$ cat src/rtl/pe_drain.sv
// Sequencer and output stage behind one MAC element. It runs one dot product and then
// rounds, shifts and saturates the accumulator into a 1-entry valid/ready output register.
module pe_drain #(
  parameter int BW    = 8,
  parameter int LEN_W = 8,
  parameter int SH_W  = 4
) (
  input  logic              i_clock,
  input  logic              i_reset,
  input  logic              i_start,
  input  logic [LEN_W-1:0]  i_length,
  input  logic [SH_W-1:0]   i_shift,
  input  logic [2*BW-1:0]   i_pe_sum,
  output logic              o_pe_clear,
  output logic              o_feed_en,
  output logic              o_busy,
  output logic [BW-1:0]     o_data,
  output logic              o_sat,
  output logic              o_valid,
  input  logic              i_ready
);

  typedef enum logic [1:0] {
    ST_IDLE    = 2'd0,
    ST_FEED    = 2'd1,
    ST_CAPTURE = 2'd2
  } state_t;

  state_t             r_state;
  state_t             w_next_state;
  logic [LEN_W-1:0]   r_count;
  logic [LEN_W-1:0]   w_next_count;
  logic [SH_W-1:0]    r_shift;
  logic [SH_W-1:0]    w_next_shift;
  logic               w_capture;
  logic               w_out_free;
  logic [BW:0]        w_quant;
  logic [BW-1:0]      r_data;
  logic               r_sat;
  logic               r_valid;

  // Returns {sat, data}; the intermediate is one bit wider than the sum so the rounding add cannot wrap.
  function automatic logic [BW:0] quantize(input logic [2*BW-1:0] sum, input logic [SH_W-1:0] sh);
    logic [2*BW:0] v_round;
    logic [2*BW:0] v_res;
    if (sh != {SH_W{1'b0}}) begin
      v_round = (2*BW+1)'(1) << (sh - SH_W'(1));
    end else begin
      v_round = {(2*BW+1){1'b0}};
    end
    v_res = ({1'b0, sum} + v_round) >> sh;
    if (|v_res[2*BW:BW]) begin
      quantize = {1'b1, {BW{1'b1}}};
    end else begin
      quantize = {1'b0, v_res[BW-1:0]};
    end
  endfunction

  assign w_out_free = !r_valid || i_ready;
  assign w_quant    = quantize(i_pe_sum, r_shift);

  // State, length counter and latched shift.
  always_ff @(posedge i_clock) begin
    if (i_reset) begin
      r_state <= ST_IDLE;
      r_count <= {LEN_W{1'b0}};
      r_shift <= {SH_W{1'b0}};
    end else begin
      r_state <= w_next_state;
      r_count <= w_next_count;
      r_shift <= w_next_shift;
    end
  end

  // Next-state decode and PE/feeder controls.
  always_comb begin
    w_next_state = r_state;
    w_next_count = r_count;
    w_next_shift = r_shift;
    o_pe_clear   = 1'b1;
    o_feed_en    = 1'b0;
    o_busy       = 1'b0;
    w_capture    = 1'b0;
    case (r_state)
      ST_IDLE: begin
        if (i_start) begin
          w_next_shift = i_shift;
          if (i_length != {LEN_W{1'b0}}) begin
            w_next_state = ST_FEED;
            w_next_count = i_length;
          end else begin
            w_next_state = ST_CAPTURE;
            w_next_count = {LEN_W{1'b0}};
          end
        end else begin
          w_next_state = ST_IDLE;
        end
      end
      ST_FEED: begin
        o_pe_clear   = 1'b0;
        o_feed_en    = 1'b1;
        o_busy       = 1'b1;
        w_next_count = r_count - LEN_W'(1);
        if (r_count == LEN_W'(1)) begin
          w_next_state = ST_CAPTURE;
        end else begin
          w_next_state = ST_FEED;
        end
      end
      ST_CAPTURE: begin
        o_busy = 1'b1;
        // While stalled the PE must keep its sum; the feeder drives zeros so it holds.
        if (w_out_free) begin
          o_pe_clear   = 1'b1;
          w_capture    = 1'b1;
          w_next_state = ST_IDLE;
        end else begin
          o_pe_clear   = 1'b0;
          w_next_state = ST_CAPTURE;
        end
      end
      default: begin
        w_next_state = ST_IDLE;
        w_next_count = {LEN_W{1'b0}};
      end
    endcase
  end

  // Output register with valid/ready handshake.
  always_ff @(posedge i_clock) begin
    if (i_reset) begin
      r_data  <= {BW{1'b0}};
      r_sat   <= 1'b0;
      r_valid <= 1'b0;
    end else if (w_capture) begin
      r_data  <= w_quant[BW-1:0];
      r_sat   <= w_quant[BW];
      r_valid <= 1'b1;
    end else if (r_valid && i_ready) begin
      r_valid <= 1'b0;
    end else begin
      r_valid <= r_valid;
    end
  end

  assign o_data  = r_data;
  assign o_sat   = r_sat;
  assign o_valid = r_valid;

endmodule

$ cat config.mk
export PLATFORM = sky130hd
export DESIGN_NAME = pe_drain
export DESIGN_NICKNAME = d
export VERILOG_FILES = /design/src/rtl/pe_drain.sv
export SDC_FILE = /design/constraint.sdc
export NUM_CORES = 1
export LEC_CHECK = 0
export CELL_PAD_IN_SITES_DETAIL_PLACEMENT = 0
export CELL_PAD_IN_SITES_GLOBAL_PLACEMENT = 1
export CORE_MARGIN = 2
export CORE_UTILIZATION = 44
export CTS_CLUSTER_DIAMETER = 50
export DETAILED_ROUTE_END_ITERATION = 10
export PLACE_DENSITY_LB_ADDON = 0.1
export SLEW_MARGIN = 20
export SYNTH_ARGS = -nofsm -noshare
export SYNTH_HDL_FRONTEND = slang
export SYNTH_SLANG_ARGS = --single-unit
$ cat constraint.sdc
create_clock -name i_clock -period 6.7 [get_ports i_clock]
set_input_delay 1.34 -clock i_clock [delete_from_list [all_inputs] [get_ports i_clock]]
set_output_delay 1.34 -clock i_clock [all_outputs]
set_load 0.01 [all_outputs]
==> metrics, run 1 <==
RR Startpoint r_shift[1]; commonest non-fill, non-tap cell in the layout nor2_1; DP HPWL 6.76 mm; top-area cell type share of the netlist area 0.158; fin crit share 0.682; asr flop ratio synth 0; Critical R2R Capture o_data[7]; via count 3176; flop-to-flop setup slack about 2.2 ns; worst setup path category input port to register; worst ir drop on vdd 0.0967 mV; Clk pin slew, worst setup/hold paths ~0.080 ns; Mapped Area 0.00304 sq mm; Congestion Overflow GR 0; Synth area leaders dfxtp_1 (16%), ha_1 (9.0%), nor2_1 (5.9%); Fin Setup TNS 0 ns; final setup vio count 0; critical path capture point type register; # rows 30; Buffers on Ports 44; Yosys top cell by area dfxtp_1; die width 87.2 um; # diodes 0; hold_sp o_data[0]; Hold WC Path Type register to register; vias per cell about 6.2; area taken by multi-input logic gates 0.00241 sq mm; synth-to-layout area growth 16.8%; end of the worst hold path o_data[0]; Post-Route WL about 8.6 mm; Post-Synthesis Cells 407; syn_area_per_cell 7.48 sq um; die area 0.00760 sq mm; Slew Viols, Final 0; Syn Nets ~460; Worst R2R Path Depth 13; MaxCap Viol Count 0; Clock Latency Late Sink approximately 0.26 ns; post_cts resized 0; worst clock skew 0.00161 ns; CP Launch Type input port; Synth Register Bits 24; vias in the first global route 2884; DRT iter0 DRCs 136; fraction of layout cells with a size suffix above 1 0.0625; CTS Root Cell clkbuf_8; number of flops mapped to enable cells by yosys 0; minimum clock period 4.57 ns; PwrDens 144 mW/mm^2; flip-flop and latch area 480 sq um; hold_buf cts 0; max_slew headroom 0.273; final hold vios 0; Starting Density 0.450; Distinct cells, synth 72; H-tree levels 1; Final ANT Viol Nets 0; P_leak 1.33 nW; CTS Buf Count 3; TritonCTS clock tree yes; commonest non-fill, non-tap cells in the layout nor2_1 (48), nand2_1 (44), clkdlybuf4s50_1 (44); Seq/Total Area, Yosys 0.158; largest net degree at the start of global routing 34; first-pass GRT wire length around 14 mm; Total GRT Usage 0.229; highest clock rate 219 MHz; routed len/inst between 15 and 20 um; Finished Core Util 0.526; Hold Path Cell Cnt 2; initial antenna violation count 0; top_reg_cell synth dfxtp_1; Die H 87.2 um; Initial DRT Pass Iterations 5; CP max-delay cell clkdlybuf4s50_1; status complete, no violations; critical path arrival 4.68 ns; fillers 698; postcts setup bufs 0; Worst path max stage delay 0.41 ns; Req. time, crit path slightly below 7 ns; Least-Margin Pin Slew around 1.1 ns; DRC Markers 0; worst path cell trace clkdlybuf4s50_1, ha_1, fa_1, a21o_1, a221oi_4, o211a_4, xor2_4, o22ai_1, a221oi_2, a41oi_1, o31ai_4, a211oi_1; Ys Warns 0; buffer depth of the longest clock path 2; Total Nets Final 488; Ports 45; CTS sink count 24; CORE AREA 0.00676 sq mm; RSZ-0062 raised after global routing no; gp weighted congestion 0.960; crit-path max FO 9
per-stage QoR:
stage	power (mW)	std cells	hold WS [ns]	instance area (sq um)	setup WS, ns
floorplan	0.322	407	0.466	3040	2.69
global placement	0.388	508	0.486	3480	1.90
detailed placement	0.387	508	0.494	3480	1.85
CTS	0.514	512	0.506	3550	2.13
global route	0.543	512	0.517	3550	1.86
finish	0.512	512	0.501	3550	2.13
synthesized netlist by cell type (all sizes together), types with 9 or more instances:
library cell and instances:
nand3 15, nor2 48, clkbuf 13, nor3 17, a21oi 29, inv 13, dfxtp 24, buf 11
nand2 45, a21o 9, a31oi 9, o21ai 12, a211oi 16, ha 22
power by group:
| part | internal (mW) | total, mW | switching (mW) |
|---|---|---|---|
| combinational | 0.0976 | 0.221 | 0.124 |
| sequential | 0.151 | 0.165 | 0.0140 |
| clock | 0.0798 | 0.125 | 0.0454 |
| total | 0.329 | 0.512 | 0.183 |
logic make-up after synthesis:
logic type                 after synthesis  synth area share
and+or+nand+nor                        167             0.264
AOI/OAI and AO/OA                      132             0.342
buffers and inverters                   37            0.0514
DFF                                     24             0.158
adders and majority gates               23            0.0970
muxes                                   12            0.0485
xor gates and xnor gates                11            0.0378
other                                    1           0.00123
state kept, by name (all words and copies together), names as in the netlist:
name,flops
o_valid,1
r_state,2
r_shift,4
o_data,8
o_sat,1
r_count,8
worst max-delay path by stage:
stage | cells past startpoint | endpoint | from | slack (ns)
2_1_floorplan | 11 | o_data[0] | i_pe_sum[0] | 2.69
3_3_place_gp | 12 | o_data[3] | i_pe_sum[0] | 1.90
3_5_place_dp | 12 | o_data[7] | i_pe_sum[0] | 1.85
4_1_cts | 12 | o_data[7] | i_pe_sum[0] | 2.13
5_1_grt | 13 | o_data[5] | r_shift[1] | 1.86
6_report | 12 | o_data[7] | i_pe_sum[0] | 2.13
routing by layer:
layer / track usage / up-vias / wire [um]
met3: 0.0142 / 12 / 362
li1: - / 1599 / -
met1: 0.316 / 1465 / 3980
met2: 0.384 / 100 / 4150
met5: 0 / - / 0
met4: 0.0657 / 0 / 143
worst max-delay path: cells and delay by family:
family | cells | cell delay, ns
AO/OA/AOI/OAI | 8 | 2.10
XOR/XNOR | 1 | 0.19
adder cells (fa/ha/maj) | 2 | 0.63
buffers and inverters | 1 | 0.41
cell type report:
| type | instances | share of cell area |
|---|---|---|
| multi-input combinational | 346 | 0.677 |
| tap | 80 | 0.0282 |
| clock buffer | 3 | 0.0116 |
| inverter | 13 | 0.0137 |
| clock inverter | 1 | 0.00845 |
| timing repair buffer | 45 | 0.126 |
| sequential | 24 | 0.135 |
Power figures use the tool's default switching activity.
==> run 2: changes to the inputs <==
Settings changed: CORE_UTILIZATION 44 to 41.
Clock period 6.7 ns to 4.3 ns, I/O delays scaled along.
==> run 2 against run 1 <==
  * Sequential share of layout area fell by 0.53 points
  * Clock power rose by 58%
  * Wire length rose by 1.3%
  * Largest power group unchanged
  * Die area rose by 7.0%
  * Non-clock buffer count rose by 16
  * Clock-buffer cell count did not move
==> metrics, run 2 (synthesized netlist as in run 1, its figures left out) <==
combinational share of power 0.447 (+0.015); TritonCTS clock tree yes; CTS Root Cell clkbuf_8; minimum clock period around 4 ns; initial antenna violation count 0 (unchanged); PwrDens 220 mW/mm^2 (+53%); die area 0.00813 sq mm (+7.0%); die width 90.2 um (+3.4%); Hold WC Path Type register to register; DRT iter0 DRCs 185 (+36%); Clock power frac 0.241 (-0.004); Seq pwr share 0.311 (-0.012); post_cts resized 0 (unchanged); Worst path max stage delay 0.41 ns (about the same); worst path cell trace clkdlybuf4s50_1, ha_1, fa_1, a21o_1, a221oi_4, o211a_4, xor2_4, o22ai_1, a221oi_2, a41oi_1, o31ai_4, a211oi_1; first-pass GRT wire length 14.9 mm (+5.6%); Post-Route WL 8.74 mm (+1.3%); worst ir drop on vdd 0.171 mV (+76%); Total Nets Final 504 (+3.3%); Clk pin slew, worst setup/hold paths 0.09 ns (about the same); crit path buf inv count 1 (unchanged); postcts setup bufs 0 (unchanged); commonest non-fill, non-tap cell in the layout nor2_1; vias per cell 5.89 (-5.1%); critical path arrival 4.09 ns (-0.59 ns); Initial DRT Pass Iterations 5 (unchanged); Buffers on Ports 44 (unchanged); Hold Path Cell Cnt 2 (unchanged); max_slew headroom 0.421 (+0.149); hold_buf cts 0 (unchanged); H-tree levels 1 (unchanged); via count 3221 (+1.4%); P_leak 1.41 nW (+5.8%); commonest non-fill, non-tap cells in the layout nor2_1 (48), nand2_1 (44), clkdlybuf4s50_1 (44); CTS sink count 24 (unchanged); final hold vios 0 (unchanged); RSZ-0062 raised after global routing no; P_sw 0.290 mW (+59%); Req. time, crit path 4.42 ns (-2.39 ns); buffer depth of the longest clock path 2 (unchanged); delay-heaviest family, CP compound AO/OA/AOI/OAI gates; Final Cell Area 0.00370 sq mm (+4.0%); CP max-delay cell clkdlybuf4s50_1; crit-path max FO 9 (unchanged); Fin Setup TNS 0 ns (unchanged); Ports 45 (unchanged); synth-to-layout area growth 21.5%; Least-Margin Pin Slew 0.865 ns (-0.226 ns); fraction of layout cells with a size suffix above 1 0.0960 (+0.0335); worst clock skew 0.00976 ns (+0.00815 ns); DRC Markers 0 (unchanged); flop-to-flop setup slack 0.37 ns (-1.85 ns); placed inst area 0.00363 sq mm (+4.1%); final setup vio count 0 (unchanged); MaxCap Viol Count 0 (unchanged); Total GRT Usage 0.217 (-0.0115); Congestion Overflow GR 0 (unchanged); vias in the first global route 2993 (+3.8%); Finished Core Util 0.513 (-0.0135); stages on the worst setup path 12 (unchanged); placed insts 543 (+6.9%); # diodes 0 (unchanged); status complete, no violations; fin crit share 0.922; Worst R2R Path Depth 11 (-2); Slew Viols, Final 0 (unchanged); highest clock rate 252 MHz; Starting Density 0.422 (-0.0286); CP Launch Type input port; DP HPWL 7.07 mm (+4.7%); fin cells 547 (+6.8%); worst setup path category input port to register; CTS Buf Count 3 (unchanged); switching power share of the total 0.356 (-0.00163); # rows 31 (+3.3%); largest net degree at the start of global routing 25 (-26%); Int Power 0.525 mW (+60%); Die H 90.2 um (+3.4%); critical path capture point type register; Final ANT Viol Nets 0 (unchanged); gp weighted congestion 0.872 (-9.2%); CORE AREA 0.00721 sq mm (+6.8%); routed len/inst 16.0 um (-5.2%); Clock Latency Late Sink 0.27 ns (about the same)
## run 2: path summary, 6_finish.rpt
path,start,end
max,i_pe_sum[0],o_data[3]
max reg2reg,r_shift[0],o_data[3]
min reg2reg,o_data[5],o_data[5]
min,o_data[5],o_data[5]
## run 2: power groups by stage
stage	registers, mW	clock network, mW	logic, mW
4_1_cts	0.254	0.205	0.361
3_5_place_dp	0.259	0	0.359
6_report	0.254	0.197	0.365
2_1_floorplan	0.252	0	0.250
3_3_place_gp	0.258	0	0.359
5_1_grt	0.256	0.211	0.404
## run 2: per-layer routing
layer / GRT usage / routed length, um / up-vias
li1: - / - / 1628
met1: 0.322 / 4330 / 1494
met2: 0.338 / 3900 / 89
met3: 0.0335 / 415 / 10
met4: 0.0333 / 91 / 0
met5: 0 / 0 / -
## run 2: through the flow
step	hold slack, ns	setup slack [ns]	power (mW)
global placement	0.484	0.0849	0.618
global route	0.516	0.0517	0.871
finish	0.502	0.336	0.815
CTS	0.500	0.339	0.820
floorplan	0.466	0.554	0.502
detailed placement	0.487	0.0434	0.618
## run 2: area by class of cell
| class | count | area, sq um |
|---|---|---|
| Fill cell | 761 | 3520 |
| Multi-Input combinational cell | 346 | 2410 |
| Timing Repair Buffer | 61 | 568 |
| Sequential cell | 24 | 480 |
| Tap cell | 99 | 124 |
| Inverter | 13 | 48.8 |
| Clock buffer | 3 | 41.3 |
| Clock inverter | 1 | 30.0 |
## run 2: worst min-delay path, delay by kind of cell, from the launching register on
kind / cells / cell delay (ns)
AOI/OAI and AO/OA: 1 / 0.05
DFF: 1 / 0.32
and+or+nand+nor: 1 / 0.09
